===== src/rtl/wx_pkg.sv =====
// Shared types and default widths for the Wx result path.
package wx_pkg;

  typedef enum logic {
    ACCUM = 1'b0,
    HOLD  = 1'b1
  } wx_state_e;

  localparam int WX_DATA_W        = 48;
  localparam int WX_SUM_W         = 56;
  localparam int WX_BLOCK_LEN_MAX = 255;

endpackage


===== src/rtl/wx_block_accumulator.sv =====
// Sums BLOCK_LEN W(x) results and emits one block sum with last and overflow flags.
// Define WX_ACC_MAX_EN to add axis_m_tmax, the largest result accepted in the block.
module wx_block_accumulator
  import wx_pkg::*;
#(
  parameter int DATA_W    = WX_DATA_W,
  parameter int SUM_W     = WX_SUM_W,
  parameter int BLOCK_LEN = 4
) (
  input  logic              in_clock,
  input  logic              in_reset_n,
  input  logic              axis_s_tvalid,
  input  logic [DATA_W-1:0] axis_s_tdata,
  output logic              axis_s_tready,
  output logic              axis_m_tvalid,
  input  logic              axis_m_tready,
  output logic [SUM_W-1:0]  axis_m_tdata,
  output logic              axis_m_tlast,
  output logic              axis_m_tuser
`ifdef WX_ACC_MAX_EN
  ,
  output logic [DATA_W-1:0] axis_m_tmax
`endif
);

  localparam logic [7:0] LAST_CNT = 8'(BLOCK_LEN - 1);

  wx_state_e        state_q, state_d;
  logic [SUM_W-1:0] sum_q, sum_d;
  logic [7:0]       count_q, count_d;
  logic             ovf_q, ovf_d;
  logic             out_vld_q, out_vld_d;
  logic [SUM_W-1:0] out_data_q, out_data_d;
  logic             out_user_q, out_user_d;

  logic             s_hs;
  logic             m_hs;
  logic [SUM_W:0]   din_ext;
  logic [SUM_W:0]   add_full;

  // Extra top bit of the adder captures the carry that marks a wrap.
  assign din_ext  = (SUM_W + 1)'(axis_s_tdata);
  assign add_full = {1'b0, sum_q} + din_ext;
  assign s_hs     = (state_q == ACCUM) && axis_s_tvalid;
  assign m_hs     = out_vld_q && axis_m_tready;

`ifdef WX_ACC_MAX_EN
  logic [DATA_W-1:0] max_q, max_d;
  logic [DATA_W-1:0] out_max_q, out_max_d;
`endif

  always_comb begin
    state_d    = state_q;
    sum_d      = sum_q;
    count_d    = count_q;
    ovf_d      = ovf_q;
    out_vld_d  = out_vld_q;
    out_data_d = out_data_q;
    out_user_d = out_user_q;
`ifdef WX_ACC_MAX_EN
    max_d      = max_q;
    out_max_d  = out_max_q;
`endif
    case (state_q)
      ACCUM: begin
        if (s_hs) begin
          sum_d   = add_full[SUM_W-1:0];
          ovf_d   = ovf_q | add_full[SUM_W];
          count_d = count_q + 8'd1;
`ifdef WX_ACC_MAX_EN
          max_d   = (axis_s_tdata > max_q) ? axis_s_tdata : max_q;
`endif
          if (count_q == LAST_CNT) begin
            out_data_d = sum_d;
            out_user_d = ovf_d;
            out_vld_d  = 1'b1;
`ifdef WX_ACC_MAX_EN
            out_max_d  = max_d;
`endif
            state_d    = HOLD;
          end
        end
      end
      HOLD: begin
        // The output beat stays frozen until the sink takes it.
        if (m_hs) begin
          sum_d     = '0;
          count_d   = '0;
          ovf_d     = 1'b0;
          out_vld_d = 1'b0;
`ifdef WX_ACC_MAX_EN
          max_d     = '0;
`endif
          state_d   = ACCUM;
        end
      end
      default: state_d = ACCUM;
    endcase
  end

  always_ff @(posedge in_clock or negedge in_reset_n) begin
    if (!in_reset_n) begin
      state_q    <= ACCUM;
      sum_q      <= '0;
      count_q    <= '0;
      ovf_q      <= 1'b0;
      out_vld_q  <= 1'b0;
      out_data_q <= '0;
      out_user_q <= 1'b0;
`ifdef WX_ACC_MAX_EN
      max_q      <= '0;
      out_max_q  <= '0;
`endif
    end else begin
      state_q    <= state_d;
      sum_q      <= sum_d;
      count_q    <= count_d;
      ovf_q      <= ovf_d;
      out_vld_q  <= out_vld_d;
      out_data_q <= out_data_d;
      out_user_q <= out_user_d;
`ifdef WX_ACC_MAX_EN
      max_q      <= max_d;
      out_max_q  <= out_max_d;
`endif
    end
  end

  assign axis_s_tready = (state_q == ACCUM);
  assign axis_m_tvalid = out_vld_q;
  assign axis_m_tdata  = out_data_q;
  assign axis_m_tlast  = out_vld_q;
  assign axis_m_tuser  = out_user_q;
`ifdef WX_ACC_MAX_EN
  assign axis_m_tmax   = out_max_q;
`endif

endmodule


===== config.mk =====
export PLATFORM = sky130hd
export DESIGN_NAME = wx_block_accumulator
export DESIGN_NICKNAME = d
export VERILOG_FILES = /design/src/rtl/wx_pkg.sv /design/src/rtl/wx_block_accumulator.sv
export SDC_FILE = /design/constraint.sdc
export NUM_CORES = 1
export LEC_CHECK = 0
export CAP_MARGIN = 20
export CORE_UTILIZATION = 45
export CTS_BUF_LIST = sky130_fd_sc_hd__clkbuf_16
export DETAILED_ROUTE_END_ITERATION = 10
export GPL_TIMING_DRIVEN = 0
export PLACE_DENSITY_LB_ADDON = 0.12
export SYNTH_ARGS = -nofsm -noshare
export SYNTH_HDL_FRONTEND = slang
export SYNTH_SLANG_ARGS = --single-unit

===== constraint.sdc =====
create_clock -name in_clock -period 5.5 [get_ports in_clock]
set_clock_uncertainty 0.15 [all_clocks]
set_input_delay 0.55 -clock in_clock [delete_from_list [all_inputs] [get_ports in_clock]]
set_output_delay 0.55 -clock in_clock [all_outputs]
set_load 0.01 [all_outputs]

== Word level (Yosys, flattened, before mapping) ==
Index checks and enable logic that the tools add are counted.

* Register bits after elaboration: 124
* Input bits: 52

* Reduce and logical (&&, ||, !) cells: 5
* Mux-type cells: 16
* $add $sub $neg: 2
* Equal/unequal tests: 4
* Bitwise gates (word level): 2

{| class="wikitable"
|+ Operator list
! operator !! count
|-
| $mux 56 || 2
|-
| $pmux 56 s2 || 1
|-
| $add 56x48->57 || 1
|-
| $mux 8 || 2
|-
| $pmux 8 s2 || 1
|-
| $add 8x1->8 const B || 1
|-
| $eq 8x2->1 const B || 1
|-
| $mux 1 || 7
|-
| $ne 2x1->1 const B || 3
|-
| $pmux 1 s2 || 3
|-
| $reduce_and 3->1 || 2
|-
| $logic_and 1x1->1 || 2
|-
| $reduce_and 2->1 || 1
|-
| $not 1->1 || 1
|-
| $or 1x1->1 || 1
|}

== Depth between registers and ports, before layout ==
* Depth after elaboration: 4
* Gate-level depth with buffers: 12
* Mapped depth without buffers: 12

== Worst setup path after synthesis ==
Ideal clock, no wire load.

* Path kind: input to register
* Start point: input port axis_s_tdata[0]
* End point: register out_data_q[40], in the netlist axis_m_tdata[40]
* Path buffers: 0
* Data arrival time: 2861 ps
* Setup slack: 2406 ps
* Cell stages on the path: 12
* Library setup time: 83 ps
* Data required time: 5267 ps
* Cells stage by stage: ha_1 -> inv_1 -> fa_1 -> nand2b_1 -> a21oi_1 -> o211ai_2 -> o211ai_2 -> a41oi_1 -> o31a_1 -> o21ai_1 -> mux2_2 -> o22ai_1

* Cells in the longest elaborated chain, start to end: 1

{| class="wikitable"
|+ Ends and longest elaborated chain
! element !! line !! source
|-
| from (decl) || wx_block_accumulator.sv:13 || <nowiki>input logic [DATA_W-1:0] axis_s_tdata,</nowiki>
|-
| $add 56x48->57 || wx_block_accumulator.sv:43 || <nowiki>assign add_full = {1'b0, sum_q} + din_ext;</nowiki>
|-
| to (signal assigned) || wx_block_accumulator.sv:120 || <nowiki>out_data_q <= out_data_d;</nowiki>
|-
| to (decl) || wx_block_accumulator.sv:33 || <nowiki>logic [SUM_W-1:0] out_data_q, out_data_d;</nowiki>
|}

Every way passes these cells.
A chain may end at the register's enable or synchronous reset.

== Final worst setup path ==
* Start point: input port axis_s_tdata[0]
* End point: register sum_q[50]

* Cells in the longest elaborated chain, start to end: 3

{| class="wikitable"
|+ Ends and longest elaborated chain
! element !! line !! source
|-
| $add 56x48->57 || wx_block_accumulator.sv:43 ||
|-
| $mux 56 || wx_block_accumulator.sv:66 || <nowiki>if (s_hs) begin</nowiki>
|-
| $pmux 56 s2 || wx_block_accumulator.sv:64 || <nowiki>case (state_q)</nowiki>
|-
| to (signal assigned) || wx_block_accumulator.sv:116 || <nowiki>sum_q <= sum_d;</nowiki>
|-
| to (decl) || wx_block_accumulator.sv:29 || <nowiki>logic [SUM_W-1:0] sum_q, sum_d;</nowiki>
|}

Every way passes these cells. The select of a mux whose other input is x is not followed.

==> results.md <==
* Fin crit share at 69.1%
* Most frequent cells in the layout: 132 x nand2_1, 124 x dfrtp_1, 118 x o21ai_0
* Chip width at 135 um
* Setup bufs post-CTS at 0
* Unrepaired setup endpoints after global routing: no
* I/O pins at 112
* # rows at 48
* Drt total wl at 22.5 mm
* Max Fclk at 263 MHz
* CTS Buffer Depth at 2
* Slew HR at 51.9%
* HPWL after detailed placement at 16.7 mm
* Final #Nets at 1156
* CP Max Fanout at 6
* Post-route ant nets at 0
* Vias in the first global route at 7270
* Skew-Pair Late Insertion Delay at 0.42 ns
* Antenna violations before repair at 0
* R2r setup slk at 1.95 ns
* Period minus WS final at 3.80 ns
* Outcome: finished, final reports clean
* Sequential share of power at 26.0%
* R2R Path End: sum_q[50]
* Leakage at 4.31 nW
* Sum of buffers and inverters on the critical path at 2
* Switching power at 0.00255 W
* End of the critical path: sum_q[50]
* Synth Instances at 922
* YS warnings at 0
* Fill count at 1653
* Yosys cell types at 70
* Initial DRC count at 410
* First-pass DRT Iterations at 5
* #FFs+latches synth at 124
* Dominant synthesized flop cell: dfrtp_1
* Largest net degree at the start of global routing at 85
* CP Class: in -> reg
* Layout area overhead at 24.9%
* Count of final setup violators at 0
* Antenna Cells at 0
* Clock tree sinks at 124
* EDFF count, synth at 0
* Syn_nets at 1024
* Final WS setup at 1.70 ns
* Sum Neg Setup Slack at 0 ns
* CP max stage delay at 0.46 ns
* Comb pwr share at 56.1%
* CP arrival at 3.97 ns
* Peak supply drop at 0.314 mV
* Critical Path Slowest Stage Cell: clkdlybuf4s50_1
* Routed via count at 7367
* Mean post-synth cell area at 8.58 um^2
* Chip height at 135 um
* Gr usage total at 26.2%
* Cell family with most CP delay: compound AO/OA/AOI/OAI gates
* DP Worst Slack at 1.32 ns
* RePlAce Congestion at 0.882
* HP Class: reg -> reg
* PD cells at 596 nW/um^2
* Sequential fraction of the synthesis area at 39.2%
* Max Cap Viol at 0
* GR Overflow Total at 0
* Reg-to-Reg Start: sum_q[0]
* Hold Buf Count CTS at 1
* Net Sw Frac at 43.4%
* Num CTS Buffers at 17
* Internal Power at 0.00333 W
* Worst slew pin tran at 0.719 ns
* PortBufs at 111
* Footprint of the multi-input gates at 4520 um^2
* Setup crit end kind: register
* Htree depth at 4
* CP cell instances: clkdlybuf4s50_1 -> ha_1 -> inv_1 -> fa_1 -> nand2b_1 -> a21oi_1 -> o211ai_2 -> a21oi_1 -> o211ai_1 -> a21oi_2 -> o221a_2 -> nor2_1 -> o41ai_1
* Post-route DRC at 0
* Root Driver: clkbuf_16
* R2R cell count at 12
* Required @ worst endpoint at 5.67 ns
* Critical Path Start Type: input port
* CP Depth at 13
* Most frequent CP cell: a21oi_1
* CP Launch Point: axis_s_tdata[0]
* Starting density of the core at 45.9%
* Layout cell share with drive strength beyond 1 at 5.35%
* WL per Instance at 17.4 um
* Clock power share at 17.9%
* Area of the mapped netlist at 7910 um^2
* Final Hold Viols at 0
* Die area at 18100 um^2
* Slew Limit Fails at 0
* Global-route wire length before repair at 36.8 mm
* Ys async rst share at 100%
* TritonCTS clock tree: done
* Reg clk slew, reported paths at 0.06 ns
* Core Area at 17200 um^2
* Drt via density at 5.71
* Register area at 3100 um^2
* Post-CTS Resized at 0
* Most common cell after layout, fill and taps aside: nand2_1
through the flow:
stage | hold WS, ns | cell area (um^2) | instances | utilization, % | power (W)
after floorplan | 0.104 | 7910 | 922 | - | 0.00375
after global placement | 0.305 | 9310 | 1258 | 54.0 | 0.00476
after detailed placement | 0.314 | 9330 | 1259 | 54.2 | 0.00480
after CTS | 0.327 | 9880 | 1290 | 57.3 | 0.00589
after global routing | 0.345 | 9880 | 1290 | 57.3 | 0.00635
final | 0.318 | 9880 | 1290 | 57.3 | 0.00589
registers in the layout (all words and copies together), names as in the netlist:
name / flops
axis_m_tlast: 1
ovf_q: 1
sum_q: 56
state_q: 1
axis_m_tdata: 56
axis_m_tuser: 1
count_q: 8
power by group through the flow:
stage	clock network, W	logic (W)	registers [W]
3_3_place_gp	0	0.00322	0.00154
5_1_grt	0.00111	0.00366	0.00158
2_1_floorplan	0	0.00217	0.00158
3_5_place_dp	0	0.00326	0.00154
6_report	0.00105	0.00330	0.00153
4_1_cts	0.00106	0.00329	0.00153
worst min-delay path: cells and delay by family, from the launching register on:
| kind | cells | cell delay [ns] |
|---|---|---|
| flops | 1 | 0.34 |
| simple gates | 2 | 0.10 |
logic make-up (layout without fill, tap and decap cells):
logic type               count (synthesis)  in the layout  share of synthesized area, %
AND/OR/NAND/NOR                        312            312                          18.2
multiplexers                             9              9                          1.17
AO/OA/AOI/OAI                          309            309                          24.6
buffers and inverters                   71            214                          3.64
flip-flops                             124            124                          39.2
XOR/XNOR                                47             47                          5.20
adder cells (fa/ha/maj)                 50             50                          8.00
routing by layer:
layer  global-route usage, %  share of wire (%)
met4                    10.7                2.6
met3                    4.58                4.4
met1                    35.0                 47
met2                    42.1                 46
met5                       0                  0
synthesized netlist by cell type (17+ instances only):
library cell,n,share of area [%]
ha_1,49,7.7
xnor2_1,27,3.0
xor2_1,20,2.2
nand3_1,58,3.7
nand2_1,132,6.3
dfrtp_1,124,39
clkbuf_1,40,1.9
nand4_1,17,1.3
o21ai_0,118,7.5
a21o_1,19,1.8
nor2_1,44,2.1
a21oi_1,61,3.9
area by class of cell:
class	instances	share of cell area, %
well taps	225	2.85
repair buffers	113	11.6
inverters	16	0.608
plain buffers	55	2.30
clock inverters	13	1.11
flip-flops and latches	124	31.4
multi-input cells	727	45.8
clock buffers	17	4.31
worst min-delay path by stage:
stage	start	endpoint	slack, ns	cells past startpoint
after floorplan	in_reset_n	axis_m_tdata[0]	0.10	0
after CTS	axis_m_tdata[50]	axis_m_tdata[50]	0.33	2
after global placement	axis_m_tdata[50]	axis_m_tdata[50]	0.31	2
after detailed placement	axis_m_tdata[50]	axis_m_tdata[50]	0.31	2
after global routing	axis_m_tdata[33]	axis_m_tdata[33]	0.35	2
final	axis_m_tdata[50]	axis_m_tdata[50]	0.32	2
Power figures use the tool's default switching activity.
